`src/rtl/dmem_arbiter_pkg.sv`:
```
// rtl/dmem_arbiter_pkg.sv - shared types and helpers for the two-port data memory arbiter
package dmem_arb_pkg;

    localparam int DATA_W     = 64;
    localparam int ADDR_W     = 64;
    localparam int WORD_SHIFT = 3;
    localparam int IDX_W      = ADDR_W - WORD_SHIFT;

    typedef enum logic {
        PORT_CPU = 1'b0,
        PORT_DBG = 1'b1
    } port_e;

    typedef enum logic {
        ST_IDLE = 1'b0,
        ST_RESP = 1'b1
    } tag_state_e;

    typedef struct packed {
        logic              we;
        logic [ADDR_W-1:0] addr;
        logic [DATA_W-1:0] wdata;
    } dmem_req_t;

    typedef struct packed {
        logic  valid;
        port_e port;
        logic  we;
        logic  err;
    } rsp_tag_t;

    // Word aligned and inside the memory; anything else is answered with an error.
    function automatic logic addr_ok(input logic [ADDR_W-1:0] addr, input int unsigned depth);
        return (addr[WORD_SHIFT-1:0] == '0) && (addr[ADDR_W-1:WORD_SHIFT] < IDX_W'(depth));
    endfunction

endpackage

```
`src/rtl/dmem_arbiter_if.sv`:
```
// rtl/dmem_arbiter_if.sv - requester-side bus shared by the pipeline and debug masters
interface dmem_arb_if;
    import dmem_arb_pkg::*;

    logic [1:0]             req_valid;
    logic [1:0]             req_ready;
    logic [1:0]             req_we;
    logic [1:0][ADDR_W-1:0] req_addr;
    logic [1:0][DATA_W-1:0] req_wdata;
    logic [1:0]             rsp_valid;
    logic                   rsp_err;
    logic [DATA_W-1:0]      rsp_rdata;

    modport master (
        output req_valid, req_we, req_addr, req_wdata,
        input  req_ready, rsp_valid, rsp_err, rsp_rdata
    );

    modport slave (
        input  req_valid, req_we, req_addr, req_wdata,
        output req_ready, rsp_valid, rsp_err, rsp_rdata
    );

endinterface

```
`src/rtl/dmem_arbiter_rr_arb2.sv`:
```
// rtl/dmem_arbiter_rr_arb2.sv - two-way round-robin arbiter with a registered priority pointer
module rr_arb2 (
    input  logic       clk,
    input  logic       rst,
    input  logic [1:0] req,
    input  logic       accept,
    output logic [1:0] gnt,
    output logic       winner
);

    logic ptr_q;
    logic ptr_d;

    always_comb begin
        winner = req[ptr_q] ? ptr_q : ~ptr_q;
        gnt    = 2'b00;
        if (|req) begin
            gnt[winner] = 1'b1;
        end
    end

    // Kept apart from the grant logic so accept (derived from gnt) does not loop back.
    always_comb begin
        ptr_d = accept ? ~winner : ptr_q;
    end

    always_ff @(posedge clk or negedge rst) begin
        if (!rst) begin
            ptr_q <= 1'b0;
        end else begin
            ptr_q <= ptr_d;
        end
    end

endmodule

```
`src/rtl/dmem_arbiter.sv`:
```
// rtl/dmem_arbiter.sv - shares the single-port data memory between pipeline and debug masters
module dmem_arbiter
    import dmem_arb_pkg::*;
#(
    parameter int unsigned DEPTH = 256
) (
    input  logic              clk,
    input  logic              rst,
    dmem_arb_if.slave         bus,
    output logic [ADDR_W-1:0] mem_address,
    output logic [DATA_W-1:0] mem_wdata,
    output logic              mem_read,
    output logic              mem_write,
    input  logic [DATA_W-1:0] mem_rdata
);

    logic [1:0] gnt;
    logic       winner;
    logic       accept;
    logic       ok;
    logic       resp_due;
    dmem_req_t  sel;
    rsp_tag_t   tag_q;
    rsp_tag_t   tag_d;
    tag_state_e state_q;
    tag_state_e state_d;

    rr_arb2 u_rr_arb2 (
        .clk    (clk),
        .rst    (rst),
        .req    (bus.req_valid),
        .accept (accept),
        .gnt    (gnt),
        .winner (winner)
    );

    // Grants and memory strobes are forced low while reset is held, even with valid requests.
    always_comb begin
        sel.we        = bus.req_we[winner];
        sel.addr      = bus.req_addr[winner];
        sel.wdata     = bus.req_wdata[winner];
        ok            = addr_ok(sel.addr, DEPTH);
        bus.req_ready = gnt & {2{rst}};
        accept        = |(bus.req_valid & bus.req_ready);
        mem_address   = sel.addr;
        mem_wdata     = sel.wdata;
        mem_read      = accept & ~sel.we & ok;
        mem_write     = accept & sel.we & ok;
        tag_d.valid   = accept;
        tag_d.port    = port_e'(winner);
        tag_d.we      = sel.we;
        tag_d.err     = ~ok;
        state_d       = accept ? ST_RESP : ST_IDLE;
    end

    always_ff @(posedge clk or negedge rst) begin
        if (!rst) begin
            state_q <= ST_IDLE;
            tag_q   <= '0;
        end else begin
            state_q <= state_d;
            tag_q   <= tag_d;
        end
    end

    // Memory read data arrives one cycle after the strobe, aligned with the registered tag.
    always_comb begin
        resp_due      = (state_q == ST_RESP) & tag_q.valid;
        bus.rsp_valid = 2'b00;
        if (resp_due) begin
            bus.rsp_valid[tag_q.port] = 1'b1;
        end
        bus.rsp_err   = resp_due & tag_q.err;
        bus.rsp_rdata = (resp_due & ~tag_q.we & ~tag_q.err) ? mem_rdata : '0;
    end

endmodule

```
`src/flat_wrapper.sv`:
```
// flat-port wrapper written by rule: the top's interface ports become plain ports
module dmem_arbiter_flat import dmem_arb_pkg::*;
#(
    parameter int unsigned DEPTH = 256
)
  (clk, rst, mem_address, mem_wdata, mem_read, mem_write, mem_rdata, bus_req_valid, bus_req_we, bus_req_addr, bus_req_wdata, bus_req_ready, bus_rsp_valid, bus_rsp_err, bus_rsp_rdata);
  dmem_arb_if bus_i ();
  input  logic clk;
  input  logic rst;
  output logic [ADDR_W-1:0] mem_address;
  output logic [DATA_W-1:0] mem_wdata;
  output logic mem_read;
  output logic mem_write;
  input  logic [DATA_W-1:0] mem_rdata;
  input wire logic [$bits(bus_i.req_valid)-1:0] bus_req_valid;
  input wire logic [$bits(bus_i.req_we)-1:0] bus_req_we;
  input wire logic [$bits(bus_i.req_addr)-1:0] bus_req_addr;
  input wire logic [$bits(bus_i.req_wdata)-1:0] bus_req_wdata;
  output wire logic [$bits(bus_i.req_ready)-1:0] bus_req_ready;
  output wire logic [$bits(bus_i.rsp_valid)-1:0] bus_rsp_valid;
  output wire logic [$bits(bus_i.rsp_err)-1:0] bus_rsp_err;
  output wire logic [$bits(bus_i.rsp_rdata)-1:0] bus_rsp_rdata;
  assign bus_i.req_valid = bus_req_valid;
  assign bus_i.req_we = bus_req_we;
  assign bus_i.req_addr = bus_req_addr;
  assign bus_i.req_wdata = bus_req_wdata;
  assign bus_req_ready = bus_i.req_ready;
  assign bus_rsp_valid = bus_i.rsp_valid;
  assign bus_rsp_err = bus_i.rsp_err;
  assign bus_rsp_rdata = bus_i.rsp_rdata;
  dmem_arbiter #(.DEPTH(DEPTH)) u_core (.clk(clk), .rst(rst), .bus(bus_i), .mem_address(mem_address), .mem_wdata(mem_wdata), .mem_read(mem_read), .mem_write(mem_write), .mem_rdata(mem_rdata));
endmodule
```
`config.mk`:
```
export PLATFORM = sky130hd
export DESIGN_NAME = dmem_arbiter_flat
export DESIGN_NICKNAME = d
export VERILOG_FILES = /design/src/rtl/dmem_arbiter_pkg.sv /design/src/rtl/dmem_arbiter_if.sv /design/src/rtl/dmem_arbiter_rr_arb2.sv /design/src/rtl/dmem_arbiter.sv /design/src/flat_wrapper.sv
export SDC_FILE = /design/constraint.sdc
export NUM_CORES = 1
export LEC_CHECK = 0
export BUFFER_PORTS_ARGS = -buffer_cell sky130_fd_sc_hd__buf_2
export CORE_AREA = 4 4 203 205
export CTS_BUF_LIST = sky130_fd_sc_hd__clkbuf_8
export CTS_CLUSTER_SIZE = 10
export DETAILED_ROUTE_END_ITERATION = 6
export DIE_AREA = 0 0 207 209
export GPL_ROUTABILITY_DRIVEN = 1
export HOLD_SLACK_MARGIN = 0.1
export PLACE_DENSITY_LB_ADDON = 0.15
export SETUP_SLACK_MARGIN = 0.3
export SLEW_MARGIN = 20
export SYNTH_ARGS = -nofsm -noshare
export SYNTH_HDL_FRONTEND = slang
export SYNTH_HIERARCHICAL = 1
export SYNTH_SLANG_ARGS = --single-unit
export TNS_END_PERCENT = 100
```
`constraint.sdc`:
```
create_clock -name clk -period 2.6 [get_ports clk]
set_input_delay 0.13 -clock clk [delete_from_list [all_inputs] [get_ports clk]]
set_output_delay 0.13 -clock clk [all_outputs]
set_load 0.05 [all_outputs]
```
==> flow_metrics.env, run 1 <==
export IMPL_detail_route_iter0_violations=87
export IMPL_final_util_pct=17.8
export IMPL_critical_path_class="flip-flop to primary output"
export IMPL_cp_max_fo=8
export IMPL_grt_antenna_before_repair=2
export IMPL_tritoncts_clock_tree="built"
export IMPL_grt_pass1_vias=5011
export IMPL_num_vias=4557
export IMPL_end_kind="primary output"
export IMPL_largest_net_degree_at_the_start_of_global_routing=65
export IMPL_ys_seq_elements=5
export IMPL_buffer_depth_of_the_longest_clock_path=2
export IMPL_floorplan_io_pins=525
export IMPL_fin_worst_skew_ns=0.00389
export IMPL_busiest_layer="met2"
export IMPL_final_layout_size_suffix_gt1_share_pct=80.8
export IMPL_numClockSinks=5
export IMPL_async_reset_ff_share_pct=100
export IMPL_yosysTopAreaCellShare_pct=28.8
export IMPL_worst_min_path_class="input port to flip-flop"
export IMPL_tritoncts_num_buffers=3
export IMPL_initial_core_util_pct=8.83
export IMPL_antenna_violating_nets_post_route=0
export IMPL_critPathMaxStageDelay_ns=0.46
export IMPL_setup_total_negative_slack_ns=-0.251
export IMPL_setup_violations=4
export IMPL_routed_length_per_instance_um=15.9
export IMPL_route_detailed_vias_per_inst=3.38
export IMPL_flow_area_growth_from_synthesis_pct=102
export IMPL_most_common_layout_cells="sky130_fd_sc_hd__buf_2, sky130_fd_sc_hd__and2_1, sky130_fd_sc_hd__mux2_4, sky130_fd_sc_hd__buf_8, sky130_fd_sc_hd__mux2_2"
export IMPL_port_buffer_count=524
export IMPL_setup_worst_path_start_class="flip-flop"
export IMPL_grt_remaining_overflow=0
export IMPL_yosysTopAreaCell="sky130_fd_sc_hd__mux2_2"
export IMPL_timing_final_crit_period_ns=2.71
export IMPL_violated_checks="negative setup slack"
export IMPL_synth_edff_count=0
export IMPL_clock_tree_htree_level_count=1
export IMPL_clk_pin_slew_worst_paths_ns=0.03
export IMPL_drc_errors=0
export IMPL_run_status="complete, but fails checks"
export IMPL_netlist_area_um2=3480
export IMPL_finish_instance_area_um2=7030
export IMPL_mostFrequentLayoutCell="sky130_fd_sc_hd__buf_2"
export IMPL_synth_cell_type_count=36
export IMPL_slowest_stage="sky130_fd_sc_hd__a2111o_1"
export IMPL_yosysWarnings=6
export IMPL_synth_main_ff_cell="sky130_fd_sc_hd__dfrtp_1"
export IMPL_placed_cell_area_um2=5860
export IMPL_gr_usage_met2_pct=17.5
export IMPL_rows=73
export IMPL_syn_area_per_cell_um2=8.36
export IMPL_hold_slack_ns=0.138
export IMPL_power_leakage_nw=3.75
export IMPL_routed_wl_um=21400
export IMPL_syn_nets=743
export IMPL_worst_pin_slew_ns=0.660
export IMPL_hold_violations=0
export IMPL_synthCells=417
export IMPL_cp_arrival_ns=2.58
export IMPL_crit_share_post_route_pct=104
export IMPL_slew_headroom_pct=55.6
export IMPL_drtPass1Iterations=4
export IMPL_synth_area_leaders="sky130_fd_sc_hd__mux2_2, sky130_fd_sc_hd__buf_4, sky130_fd_sc_hd__mux2_1"
export IMPL_max_freq_ghz=0.369
export IMPL_die_w_um=207
export IMPL_peakVddDrop_uv=376
export IMPL_clock_root_buffer_master="sky130_fd_sc_hd__clkbuf_8"
export IMPL_worstSkewPairLatency_ns=0.22
export IMPL_fp_dieArea_um2=43300
export IMPL_gp_congestion=0.794
export IMPL_crit_required_ns=2.47
export IMPL_grt_first_pass_wirelength_um=30400
export IMPL_grtUsageMet1_pct=9.40
export IMPL_grtUsageTotal_pct=9.04
export IMPL_fin_ws_ns=-0.110
export IMPL_yosysSeqAreaShare_pct=3.59
export IMPL_setup_repair_after_global_routing_missed_its_margin="true"
export IMPL_fp_dieH_um=209
export IMPL_dp_final_hpwl_um=18500
export IMPL_power_density_nw_per_um2=628
export IMPL_layout_nets=1151
export IMPL_max_slew_vio_count=0
export IMPL_max_cap_violations=0
export IMPL_use_met3_pct=2.64
export IMPL_crit_path_cell_trace="inv_2 -> mux2i_4 -> buf_12 -> mux2_2 -> a2111o_1 -> nor4_4 -> buf_6"
export IMPL_std_cell_core_area_um2=39500
-- kinds of logic (layout without fill, tap and decap cells) --
group	after synthesis	in the layout	synth area share, %
multiplexers	131	131	42.3
buffers and inverters	152	559	30.7
AO/OA/AOI/OAI	13	13	2.73
other	0	1	0
AND/OR/NAND/NOR	116	116	20.7
flip-flops	5	5	3.59
-- registers in the layout, summed over array words and instances (netlist names) --
signal,count
u_core/tag_q,3
u_core/u_rr_arb2/ptr_q,1
u_core/state_q,1
-- path summary, 6_finish.rpt --
| kind | start | cells past startpoint | slack (ns) | endpoint |
|---|---|---|---|---|
| setup / recovery | u_core/u_rr_arb2/ptr_q | 7 | -0.11 | mem_read |
| hold reg to reg | u_core/u_rr_arb2/ptr_q | 2 | 0.58 | u_core/u_rr_arb2/ptr_q |
| min in group asynchronous | rst | 2 | 0.28 | u_core/tag_q[1] |
| hold / removal | bus_req_valid[1] | 2 | 0.14 | u_core/u_rr_arb2/ptr_q |
| max in group asynchronous | rst | 2 | 2.16 | u_core/u_rr_arb2/ptr_q |
| setup reg to reg | u_core/u_rr_arb2/ptr_q | 9 | -0.03 | u_core/tag_q[0] |
-- cell type report --
type                            instances  area, um^2
Fill cell                            4488       32400
Timing Repair Buffer                  553        3640
Multi-Input combinational cell        260        2550
Tap cell                              525         657
Sequential cell                         5         125
Clock buffer                            3        41.3
Inverter                                2        7.51
Clock inverter                          1        3.75
Antenna cell                            1        2.50
-- power breakdown --
part           total, mW  leakage, nW  internal, mW  switching [mW]
clock              0.142       0.0269         0.101          0.0407
sequential         0.109       0.0563        0.0957          0.0138
combinational       4.16         3.67          1.74            2.42
-- metrics by stage --
step | power [mW] | cells | setup WS (ns)
floorplan | 2.98 | 417 | 0.142
finish | 4.41 | 1350 | -0.110
detailed placement | 3.31 | 1328 | -0.0263
CTS | 4.27 | 1348 | -0.133
global placement | 3.33 | 1328 | -0.00588
global route | 4.62 | 1349 | -0.235
-- synthesized netlist by cell type, types with 2 or more instances --
cell type / n
sky130_fd_sc_hd__buf_4: 128
sky130_fd_sc_hd__mux2_2: 89
sky130_fd_sc_hd__and2_1: 68
sky130_fd_sc_hd__mux2_1: 41
sky130_fd_sc_hd__nor4_1: 19
sky130_fd_sc_hd__clkbuf_1: 12
sky130_fd_sc_hd__buf_2: 9
sky130_fd_sc_hd__nor2_1: 6
sky130_fd_sc_hd__dfrtp_1: 5
sky130_fd_sc_hd__nor3_1: 5
sky130_fd_sc_hd__a21oi_1: 4
sky130_fd_sc_hd__nand3_1: 3
sky130_fd_sc_hd__nand4_1: 3
sky130_fd_sc_hd__a22o_1: 2
sky130_fd_sc_hd__and4_1: 2
-- worst max-delay path, delay by kind of cell (launching register included) --
| kind | cells | cell delay, ns |
|---|---|---|
| mux | 2 | 0.75 |
| simple gates | 1 | 0.30 |
| flops | 1 | 0.37 |
| compound gates | 1 | 0.46 |
| buf+inv | 3 | 0.46 |
-- what timing repair did --
item / in CTS / in global routing
hold buffers: 1 / 0
endpoints found under the hold margin: 5 / 0
pin swaps: 4 / 4
gates resized for setup: 174 / 78
setup buffers: 8 / 1
cloned: 7 / 0
endpoints found under the setup margin: 108 / 112
-- layer usage --
metal | vias to the layer above | routed length, um
met5 | - | 13
met4 | 2 | 563
met3 | 27 | 1950
met2 | 324 | 11400
met1 | 2054 | 7520
li1 | 2150 | -
Power figures use the tool's default switching activity.
==> inputs of run 2 (changes only) <==
--- a/config.mk
+++ b/config.mk
@@ -6,11 +6,11 @@
 export NUM_CORES = 1
 export LEC_CHECK = 0
 export BUFFER_PORTS_ARGS = -buffer_cell sky130_fd_sc_hd__buf_2
-export CORE_AREA = 4 4 203 205
+export CORE_AREA = 4 4 201 203
 export CTS_BUF_LIST = sky130_fd_sc_hd__clkbuf_8
 export CTS_CLUSTER_SIZE = 10
 export DETAILED_ROUTE_END_ITERATION = 6
-export DIE_AREA = 0 0 207 209
+export DIE_AREA = 0 0 205 207
 export GPL_ROUTABILITY_DRIVEN = 1
 export HOLD_SLACK_MARGIN = 0.1
 export PLACE_DENSITY_LB_ADDON = 0.15
==> constraint.sdc (replaced) <==
create_clock -name clk -period 2.3 [get_ports clk]
set_input_delay 0.115 -clock clk [delete_from_list [all_inputs] [get_ports clk]]
set_output_delay 0.115 -clock clk [all_outputs]
set_load 0.05 [all_outputs]
==> flow_metrics.env, run 2 (synthesis results as in run 1) <==
export IMPL_power_leakage_nw=3.60
export IMPL_slowest_stage="sky130_fd_sc_hd__a2111o_1"
export IMPL_rows=72
export IMPL_fp_dieH_um=207
export IMPL_cp_max_fo=10
export IMPL_fin_worst_skew_ns=0.00313
export IMPL_critPathMaxStageDelay_ns=0.55
export IMPL_drc_errors=0
export IMPL_grt_antenna_before_repair=1
export IMPL_std_cell_core_area_um2=38500
export IMPL_finish_instance_area_um2=6860
export IMPL_layoutNonFillerInstCount=1343
export IMPL_reg2reg_slack_ns=-0.27
export IMPL_grt_pass1_vias=4870
export IMPL_min_delay_worst_endpoint="u_core/u_rr_arb2/ptr_q"
export IMPL_tritoncts_num_buffers=3
export IMPL_worst_min_path_class="input port to flip-flop"
export IMPL_layout_nets=1151
export IMPL_power_density_nw_per_um2=695
export IMPL_placed_cell_area_um2=5960
export IMPL_hold_slack_ns=0.198
export IMPL_violated_checks="negative setup slack"
export IMPL_largest_register_ff_count=3
export IMPL_clock_tree_htree_level_count=1
export IMPL_crit_required_ns=2.18
export IMPL_max_freq_ghz=0.365
export IMPL_numClockSinks=5
export IMPL_reg2regPathDepth=8
export IMPL_grtUsageMet1_pct=7.78
export IMPL_mostFrequentLayoutCell="sky130_fd_sc_hd__buf_2"
export IMPL_dpl_cell_count=1328
export IMPL_largest_net_degree_at_the_start_of_global_routing=65
export IMPL_cp_arrival_ns=2.63
export IMPL_use_met3_pct=2.41
export IMPL_register_with_the_highest_flop_count="u_core/tag_q"
export IMPL_max_cap_violations=0
export IMPL_slew_headroom_pct=65.3
export IMPL_run_status="complete, but fails checks"
export IMPL_timing_final_crit_period_ns=2.74
export IMPL_hold_start="bus_req_valid[1]"
export IMPL_die_w_um=205
export IMPL_worst_pin_slew_ns=0.516
export IMPL_tritoncts_clock_tree="built"
export IMPL_crit_path_cell_trace="inv_2 -> mux2i_4 -> buf_12 -> buf_4 -> mux2_2 -> a2111o_1 -> nor4_4 -> buf_12"
export IMPL_reg2reg_from="u_core/u_rr_arb2/ptr_q"
export IMPL_route_detailed_vias_per_inst=3.40
export IMPL_final_layout_size_suffix_gt1_share_pct=81.8
export IMPL_layout_top_registers="u_core/tag_q: 3 flops, u_core/state_q: 1 flops, u_core/u_rr_arb2/ptr_q: 1 flops"
export IMPL_worstHoldPathCells=3
export IMPL_timing_rr_end="u_core/tag_q[0]"
export IMPL_fp_dieArea_um2=42400
export IMPL_crit_share_post_route_pct=119
export IMPL_grt_remaining_overflow=0
export IMPL_drtPass1Iterations=3
export IMPL_floorplan_io_pins=525
export IMPL_peakVddDrop_uv=279
export IMPL_setup_repair_after_global_routing_missed_its_margin="true"
export IMPL_critical_path_class="flip-flop to primary output"
export IMPL_fin_ws_ns=-0.443
export IMPL_hold_violations=0
export IMPL_port_buffer_count=524
export IMPL_busiest_layer="met2"
export IMPL_setup_worst_path_start_class="flip-flop"
export IMPL_gp_congestion=0.724
export IMPL_max_slew_vio_count=0
export IMPL_detail_route_iter0_violations=86
export IMPL_initial_core_util_pct=9.06
export IMPL_grt_first_pass_wirelength_um=28300
export IMPL_buffer_depth_of_the_longest_clock_path=2
export IMPL_routed_length_per_instance_um=15.5
export IMPL_critical_path_n_buffers_inverters=4
export IMPL_clock_root_buffer_master="sky130_fd_sc_hd__clkbuf_8"
export IMPL_worstSkewPairLatency_ns=0.22
export IMPL_num_vias=4567
export IMPL_dp_final_hpwl_um=18600
export IMPL_most_common_layout_cells="sky130_fd_sc_hd__buf_2, sky130_fd_sc_hd__mux2_2, sky130_fd_sc_hd__buf_4, sky130_fd_sc_hd__and2_1, sky130_fd_sc_hd__buf_6"
export IMPL_antenna_violating_nets_post_route=0
export IMPL_end_kind="primary output"
export IMPL_flow_area_growth_from_synthesis_pct=96.9
export IMPL_gr_usage_met2_pct=18.9
export IMPL_routed_wl_um=20900
export IMPL_path_common_cell="sky130_fd_sc_hd__buf_12"
export IMPL_clk_pin_slew_worst_paths_ns=0.04
export IMPL_report_power_total_mw=4.77
export IMPL_grtUsageTotal_pct=8.61
export IMPL_setup_violations=3
export IMPL_critical_path_top_delay_family="multiplexers"
[run 2: cell types whose count changed in the layout (fill, tap and decap cells not counted), moves of 2 or more]
cell	delta
sky130_fd_sc_hd__buf_6	+45
sky130_fd_sc_hd__mux2_4	-27
sky130_fd_sc_hd__clkbuf_4	+2
sky130_fd_sc_hd__buf_4	+62
sky130_fd_sc_hd__buf_8	-42
sky130_fd_sc_hd__buf_2	-64
sky130_fd_sc_hd__mux2_1	-8
sky130_fd_sc_hd__clkbuf_16	+2
sky130_fd_sc_hd__buf_12	+2
sky130_fd_sc_hd__mux2_2	+35
sky130_fd_sc_hd__buf_16	-6
[run 2: per-layer routing]
metal	share of wire (%)	wire length (um)
met4	1.0	212
met5	0.062	13
met1	31	6490
met2	57	11900
met3	11	2280
[run 2: per-stage QoR]
step                TNS, ns  utilization [%]  worst slack (ns)
global route          -4.74             17.8            -0.623
floorplan            -0.301                -            -0.143
detailed placement    -1.15             15.5            -0.425
global placement     -0.975             15.5            -0.343
finish                -1.15             17.8            -0.443
CTS                   -1.44             17.3            -0.477
[run 2: layout make-up]
class / instances / area [um^2]
clock inverter: 1 / 3.75
fill: 4368 / 31600
clock buffer: 3 / 41.3
antenna: 1 / 2.50
timing repair buffer: 553 / 3590
multi-input combinational: 260 / 2450
sequential: 5 / 125
inverter: 2 / 7.51
tap: 518 / 648
[run 2: worst max-delay path by stage]
stage | start | end | slack (ns) | cells past startpoint
floorplan | u_core/u_rr_arb2/ptr_q | mem_read | -0.14 | 7
global placement | u_core/u_rr_arb2/ptr_q | u_core/tag_q[0] | -0.34 | 9
detailed placement | u_core/u_rr_arb2/ptr_q | u_core/tag_q[0] | -0.42 | 9
CTS | u_core/u_rr_arb2/ptr_q | mem_write | -0.48 | 10
global route | u_core/u_rr_arb2/ptr_q | mem_read | -0.62 | 9
finish | u_core/u_rr_arb2/ptr_q | mem_read | -0.44 | 8
[run 2: report_power, final]
group | internal, mW | switching (mW) | total [mW]
Combinational | 1.85 | 2.64 | 4.49
Sequential | 0.108 | 0.0116 | 0.120
Clock | 0.114 | 0.0443 | 0.159
Total | 2.07 | 2.70 | 4.77
[run 2: worst min-delay path, delay by kind of cell]
kind	cells	cell delay [ns]
buffers and inverters	2	0.20
AOI/OAI and AO/OA	1	0.06
[run 2: repair_timing]
item	in CTS	in global routing
hold endpoints to repair	5	0
pin swaps	4	4
setup buffers	3	2
hold buffers	1	0
gates resized for setup	186	55
endpoints found under the setup margin	122	122
gates cloned	2	2
